`config.mk`:
```
export PLATFORM = sky130hd
export DESIGN_NAME = hdmi_period_scheduler
export DESIGN_NICKNAME = d
export VERILOG_FILES = /design/src/rtl/hdmi_timing_pkg.sv /design/src/rtl/hdmi_raster_counter.sv /design/src/rtl/hdmi_period_scheduler.sv
export SDC_FILE = /design/constraint.sdc
export NUM_CORES = 1
export LEC_CHECK = 0
export ABC_AREA = 0
export CAP_MARGIN = 20
export CORE_UTILIZATION = 45
export CTS_CLUSTER_SIZE = 12
export DETAILED_ROUTE_END_ITERATION = 6
export PLACE_DENSITY = 0.71
export SYNTH_ARGS = -nofsm -noshare
export SYNTH_HDL_FRONTEND = slang
export SYNTH_SLANG_ARGS = --single-unit
export TNS_END_PERCENT = 1
```
`constraint.sdc`:
```
create_clock -name clk -period 2.14 [get_ports clk]
set_input_delay 0.321 -clock clk [delete_from_list [all_inputs] [get_ports clk]]
set_output_delay 0.321 -clock clk [all_outputs]
set_load 0.02 [all_outputs]
```
`src/rtl/hdmi_timing_pkg.sv`:
```
// Shared HDMI timing definitions: period codes, FSM states, CTL constants
// and the 640x480@60 default raster.
package hdmi_timing_pkg;

  typedef enum logic [1:0] {
    PERIOD_CTRL     = 2'd0,
    PERIOD_PREAMBLE = 2'd1,
    PERIOD_GUARD    = 2'd2,
    PERIOD_VIDEO    = 2'd3
  } period_e;

  typedef enum logic [1:0] {
    ST_IDLE  = 2'd0,
    ST_RUN   = 2'd1,
    ST_DRAIN = 2'd2
  } sched_state_e;

  localparam logic [3:0] CTL_VIDEO_PREAMBLE = 4'b0001;
  localparam logic [3:0] CTL_NONE           = 4'b0000;

  localparam int unsigned PREAMBLE_LEN = 8;
  localparam int unsigned GUARD_LEN    = 2;
  localparam int unsigned COORD_W      = 10;

  localparam int DEF_H_ACTIVE = 640;
  localparam int DEF_H_FP     = 16;
  localparam int DEF_H_SYNC   = 96;
  localparam int DEF_H_BP     = 48;
  localparam int DEF_V_ACTIVE = 480;
  localparam int DEF_V_FP     = 10;
  localparam int DEF_V_SYNC   = 2;
  localparam int DEF_V_BP     = 33;

  function automatic int raster_total(input int active, input int fp,
                                      input int sync, input int bp);
    return active + fp + sync + bp;
  endfunction

endpackage

```
`src/rtl/hdmi_raster_counter.sv`:
```
// Horizontal/vertical raster counters with hold, reload-to-start and frame-wrap flag.
module hdmi_raster_counter #(
  parameter int H_TOTAL = 800,
  parameter int V_TOTAL = 525,
  parameter int HW      = 10,
  parameter int VW      = 10
) (
  input  logic          clk_i,
  input  logic          rst_n_i,
  input  logic          hold_i,
  input  logic          load_start_i,
  output logic [HW-1:0] cx_o,
  output logic [VW-1:0] cy_o,
  output logic          frame_wrap_o
);

  localparam logic [HW-1:0] CX_LAST = HW'(H_TOTAL - 1);
  localparam logic [VW-1:0] CY_LAST = VW'(V_TOTAL - 1);

  logic [HW-1:0] cx_q, cx_d;
  logic [VW-1:0] cy_q, cy_d;
  logic          line_wrap;

  assign line_wrap    = (cx_q == CX_LAST);
  assign frame_wrap_o = line_wrap && (cy_q == CY_LAST);
  assign cx_o         = cx_q;
  assign cy_o         = cy_q;

  // The start position is the last blanking line so every frame opens with a preamble line.
  always_comb begin
    cx_d = cx_q;
    cy_d = cy_q;
    if (load_start_i) begin
      cx_d = '0;
      cy_d = CY_LAST;
    end else if (!hold_i) begin
      if (line_wrap) begin
        cx_d = '0;
        cy_d = (cy_q == CY_LAST) ? '0 : cy_q + 1'b1;
      end else begin
        cx_d = cx_q + 1'b1;
      end
    end
  end

  always_ff @(posedge clk_i or negedge rst_n_i) begin
    if (!rst_n_i) begin
      cx_q <= '0;
      cy_q <= CY_LAST;
    end else begin
      cx_q <= cx_d;
      cy_q <= cy_d;
    end
  end

endmodule

```
`src/rtl/hdmi_period_scheduler.sv`:
```
// Raster timing generator and HDMI period sequencer with frame-aligned start/stop.
module hdmi_period_scheduler
  import hdmi_timing_pkg::*;
#(
  parameter int H_ACTIVE         = DEF_H_ACTIVE,
  parameter int H_FP             = DEF_H_FP,
  parameter int H_SYNC           = DEF_H_SYNC,
  parameter int H_BP             = DEF_H_BP,
  parameter int V_ACTIVE         = DEF_V_ACTIVE,
  parameter int V_FP             = DEF_V_FP,
  parameter int V_SYNC           = DEF_V_SYNC,
  parameter int V_BP             = DEF_V_BP,
  parameter bit SYNC_ACTIVE_HIGH = 1'b1
) (
  input  logic               clk,
  input  logic               rst_n,
  input  logic               en,
  output logic [1:0]         period,
  output logic               de,
  output logic               hsync,
  output logic               vsync,
  output logic [3:0]         ctl,
  output logic [COORD_W-1:0] x,
  output logic [COORD_W-1:0] y,
  output logic               frame_start,
  output logic               running
);

  localparam int H_TOTAL = raster_total(H_ACTIVE, H_FP, H_SYNC, H_BP);
  localparam int V_TOTAL = raster_total(V_ACTIVE, V_FP, V_SYNC, V_BP);
  localparam int HW      = $clog2(H_TOTAL + 1);
  localparam int VW      = $clog2(V_TOTAL + 1);
  localparam int LEADIN  = int'(PREAMBLE_LEN + GUARD_LEN);

  localparam logic [HW-1:0] H_ACT       = HW'(H_ACTIVE);
  localparam logic [HW-1:0] HS_START    = HW'(H_ACTIVE + H_FP);
  localparam logic [HW-1:0] HS_END      = HW'(H_ACTIVE + H_FP + H_SYNC);
  localparam logic [HW-1:0] PRE_START   = HW'(H_TOTAL - LEADIN);
  localparam logic [HW-1:0] GUARD_START = HW'(H_TOTAL - int'(GUARD_LEN));
  localparam logic [VW-1:0] V_ACT       = VW'(V_ACTIVE);
  localparam logic [VW-1:0] V_LAST_ACT  = VW'(V_ACTIVE - 1);
  localparam logic [VW-1:0] VS_START    = VW'(V_ACTIVE + V_FP);
  localparam logic [VW-1:0] VS_END      = VW'(V_ACTIVE + V_FP + V_SYNC);
  localparam logic [VW-1:0] CY_LAST     = VW'(V_TOTAL - 1);
  localparam logic          SYNC_ON     = SYNC_ACTIVE_HIGH;
  localparam logic          SYNC_OFF    = !SYNC_ACTIVE_HIGH;

  // Preamble and guard must fit inside the back porch.
  if (H_BP < LEADIN) begin : g_hbp_check
    $error("hdmi_period_scheduler: H_BP must be at least preamble + guard length");
  end

  sched_state_e  state_q, state_d;
  logic [HW-1:0] cx;
  logic [VW-1:0] cy;
  logic          frame_wrap;
  logic          counting;
  logic          pre_active;

  period_e              period_q, period_d;
  logic                 de_q, de_d;
  logic                 hsync_q, hsync_d;
  logic                 vsync_q, vsync_d;
  logic [3:0]           ctl_q, ctl_d;
  logic [COORD_W-1:0]   x_q, x_d;
  logic [COORD_W-1:0]   y_q, y_d;
  logic                 fs_q, fs_d;
  logic                 running_q, running_d;

  hdmi_raster_counter #(
    .H_TOTAL(H_TOTAL),
    .V_TOTAL(V_TOTAL),
    .HW     (HW),
    .VW     (VW)
  ) u_raster (
    .clk_i       (clk),
    .rst_n_i     (rst_n),
    .hold_i      (state_q == ST_IDLE),
    .load_start_i((state_q == ST_DRAIN) && frame_wrap),
    .cx_o        (cx),
    .cy_o        (cy),
    .frame_wrap_o(frame_wrap)
  );

  always_comb begin
    state_d = state_q;
    unique case (state_q)
      ST_IDLE:  if (en) state_d = ST_RUN;
      ST_RUN:   if (!en) state_d = ST_DRAIN;
      ST_DRAIN: begin
        if (frame_wrap)  state_d = ST_IDLE;
        else if (en)     state_d = ST_RUN;
      end
      default:  state_d = ST_IDLE;
    endcase
  end

  assign counting = (state_q != ST_IDLE);
  // The blanking line before line 0 only announces video when another frame will follow.
  assign pre_active = (cy < V_LAST_ACT) || ((cy == CY_LAST) && (state_q == ST_RUN));

  always_comb begin
    period_d  = PERIOD_CTRL;
    ctl_d     = CTL_NONE;
    hsync_d   = SYNC_OFF;
    vsync_d   = SYNC_OFF;
    x_d       = '0;
    y_d       = '0;
    fs_d      = 1'b0;
    running_d = counting;
    if (counting) begin
      x_d = COORD_W'(cx);
      y_d = COORD_W'(cy);
      if ((cx >= HS_START) && (cx < HS_END)) hsync_d = SYNC_ON;
      if ((cy >= VS_START) && (cy < VS_END)) vsync_d = SYNC_ON;
      if ((cx < H_ACT) && (cy < V_ACT)) begin
        period_d = PERIOD_VIDEO;
      end else if (pre_active && (cx >= GUARD_START)) begin
        period_d = PERIOD_GUARD;
      end else if (pre_active && (cx >= PRE_START)) begin
        period_d = PERIOD_PREAMBLE;
        ctl_d    = CTL_VIDEO_PREAMBLE;
      end
      fs_d = (cx == '0) && (cy == '0);
    end
    de_d = (period_d == PERIOD_VIDEO);
  end

  always_ff @(posedge clk or negedge rst_n) begin
    if (!rst_n) begin
      state_q   <= ST_IDLE;
      period_q  <= PERIOD_CTRL;
      de_q      <= 1'b0;
      hsync_q   <= SYNC_OFF;
      vsync_q   <= SYNC_OFF;
      ctl_q     <= CTL_NONE;
      x_q       <= '0;
      y_q       <= '0;
      fs_q      <= 1'b0;
      running_q <= 1'b0;
    end else begin
      state_q   <= state_d;
      period_q  <= period_d;
      de_q      <= de_d;
      hsync_q   <= hsync_d;
      vsync_q   <= vsync_d;
      ctl_q     <= ctl_d;
      x_q       <= x_d;
      y_q       <= y_d;
      fs_q      <= fs_d;
      running_q <= running_d;
    end
  end

  assign period      = period_q;
  assign de          = de_q;
  assign hsync       = hsync_q;
  assign vsync       = vsync_q;
  assign ctl         = ctl_q;
  assign x           = x_q;
  assign y           = y_q;
  assign frame_start = fs_q;
  assign running     = running_q;

endmodule
```
==> impl_metrics.toml <==
[clocking]
cts_setup_buffers = 0
numCtsBuffers = 5
htreeDepth = 2
clkTransAtPathRegs_ps = 90
cts.sinks = 50
cts_tree = "yes"
clockBufferDepth = 2
clock_latency_ps = 310
cts.root.buffer_cell = "clkbuf_8"

[setup_path]
cp-end-kind = "flip-flop"
r2r_slack_ps = 160
slowest_delay_ps = 440
crit_required_ps = 2370
rr_startpoint = "u_raster.cy_o[0]"
crit_fanout = 5
path_cells = "inv_1 > ha_1 > nor4b_2 > nand4_1 > or3_1 > a41oi_1"
cp_slowest_cell = "dfrtp_1"
timing.rr.end = "u_raster.cy_o[9]"
path_class = "flip-flop to flip-flop"
startpoint = "u_raster.cy_o[0]"
cp.arrival_ps = 2210
crit_end = "u_raster.cy_o[9]"
startpoint_type = "flip-flop"
rr_worst_depth = 6

[synthesis]
syn_area_per_cell_um2 = 10.7
synth-edff-count = 0
syn_inst = 219
seq_area_frac_synth_pct = 53.4
ys_types = 52
synth-main-ff-cell = "dfrtp_1"
synth_area_um2 = 2350
async_flop_share_pct = 100
ys_seq_elements = 50
yosysWarnings = 0

[cells_and_area]
final_common_cell = "dfrtp_1"
drive_gt1_share_pct = 12.5
finalNetCount = 264
design_area_um2 = 2840
syn_to_final_growth_pct = 20.8
layout_common_cells = "dfrtp_1, clkdlybuf4s50_1, nor2_1"
insertedDiodeCount = 0

[floorplanning]
coreArea_um2 = 4880
die_h_um = 74.2
dieArea_um2 = 5510
start_util_pct = 48.1
rows = 25
io_pins = 34
die_w_um = 74.2

[timing]
tns_ps = 0
drv_slew = 0
fin_ws_ps = 160
clock_skew_ps = 3.69
finalHoldViolations = 0
min_period_ps = 1980
fmax_mhz = 505
slew_headroom_pct = 64.8
rsz0062_at_grt = "no"
finalCritPeriodShare_pct = 92.5
fin_hold_ws_ps = 520
setup_viol_count_final = 0
worst_slew_pin_slew_ps = 528

[drt]
drtPass1Iterations = 4
viasPerCell = 5.26
dr.max_layer_used = "met4"
drtIter0Drc = 130
wl_per_cell_um = 13.7
wirelength_met1_um = 2140
num_vias = 1704
postRouteWirelength_um = 4450
antenna_left = 0
drc = 0
dr_wl_met3_um = 198
dr_wl_met2_um = 2040

[place]
place.port_buffers = 30
place_area_um2 = 2720
gp_congestion = 0.898
hpwl_um = 3200
place_ws_ps = 214

[power]
ir_drop_mv = 0.537
power_leakage_nw = 1.26
p_per_area_nw_per_um2 = 830

[global_route]
grt.total_usage_pct = 18.3
grt.overflow.total = 0
grt_pass1_wl_um = 7470
grt_pass1_vias = 1550
grt_max_degree = 30
antenna_found_initial = 0

[status]
outcome = "completed"

[worst_hold_path]
hold_class = "input port to asynchronous set/reset pin"

[run]
max_cap_viol_count = 0
==> power breakdown <==
part | total, mW | switching (mW) | internal (mW)
Clock | 0.670 | 0.319 | 0.350
Sequential | 1.17 | 0.121 | 1.05
Combinational | 0.518 | 0.273 | 0.245
Total | 2.35 | 0.713 | 1.64
==> kinds of logic after synthesis <==
logic type / Yosys count / share of synthesized area, %
xor+xnor: 7 / 2.61
fa+ha+maj: 5 / 2.66
simple gates: 96 / 23.4
flops: 50 / 53.4
other cells: 1 / 0.160
compound gates: 35 / 10.9
buf+inv: 25 / 6.82
==> critical path, delay by kind of cell, from the launching register on <==
family	cells	cell delay [ps]
AND/OR/NAND/NOR	3	930
buffers and inverters	1	150
flip-flops	1	440
adder cells (fa/ha/maj)	1	160
AO/OA/AOI/OAI	1	220
==> worst min-delay path by stage <==
stage	start	endpoint	slack [ps]	depth (start not counted)
6_report	rst_n	state_q[0]	520	2
5_1_grt	rst_n	state_q[1]	570	2
4_1_cts	rst_n	state_q[0]	540	2
3_5_place_dp	rst_n	state_q[0]	330	1
3_3_place_gp	rst_n	state_q[0]	320	1
2_1_floorplan	rst_n	ctl[0]	30	0
==> repair_timing <==
action,4_1_cts,5_1_grt
endpoints found under the hold margin,18,0
gates resized for setup,0,0
hold buffers,1,0
==> per-layer routing <==
layer  track usage [%]  up-vias
met4              7.97        0
met2              27.2       49
met1              25.8      818
met3              4.07        5
li1                  -      832
met5                 0        -
==> registers in the layout (all words and copies together) (netlist names) <==
| register | flops |
|---|---|
| x | 10 |
| state_q | 2 |
| u_raster.cy_o | 10 |
| period | 2 |
| frame_start | 1 |
| hsync | 1 |
| de | 1 |
| vsync | 1 |
| u_raster.cx_o | 10 |
| running | 1 |
| ctl | 1 |
| y | 10 |
==> through the flow <==
step | utilization, % | power, mW | std cells
after global placement | 55.6 | 1.69 | 315
after CTS | 58.2 | 2.37 | 324
after detailed placement | 55.6 | 1.70 | 315
after global routing | 58.2 | 2.48 | 324
after floorplan | - | 1.51 | 221
final | 58.2 | 2.35 | 324
==> cell usage after synthesis, drive strengths merged, types with 2 or more instances <==
library cell | instances | area [um^2]
nor2 | 17 | 63.8
clkbuf | 8 | 41.3
nand2 | 15 | 56.3
nor3 | 6 | 41.3
dfstp | 3 | 78.8
and4 | 2 | 18.8
xnor2 | 2 | 17.5
o31ai | 5 | 37.5
a31oi | 2 | 12.5
inv | 10 | 37.5
o21ai | 11 | 55.1
a21oi | 3 | 15.0
dfrtp | 47 | 1180
ha | 5 | 62.6
buf | 6 | 48.8
and3 | 6 | 37.5
a21boi | 2 | 15.0
xor2 | 5 | 43.8
nor4b | 4 | 41.3
nand4 | 6 | 37.5
or3 | 8 | 56.3
o211ai | 2 | 15.0
and2 | 15 | 95.1
nand3 | 11 | 55.1
==> final cells by class <==
class	instances	area, um^2
Clock buffer	5	68.8
Clock inverter	3	43.8
Fill cell	425	2040
Inverter	10	37.5
Multi-Input combinational cell	146	941
Sequential cell	50	1250
Tap cell	67	83.8
Timing Repair Buffer	43	408
(Power assumes the default switching activity.)
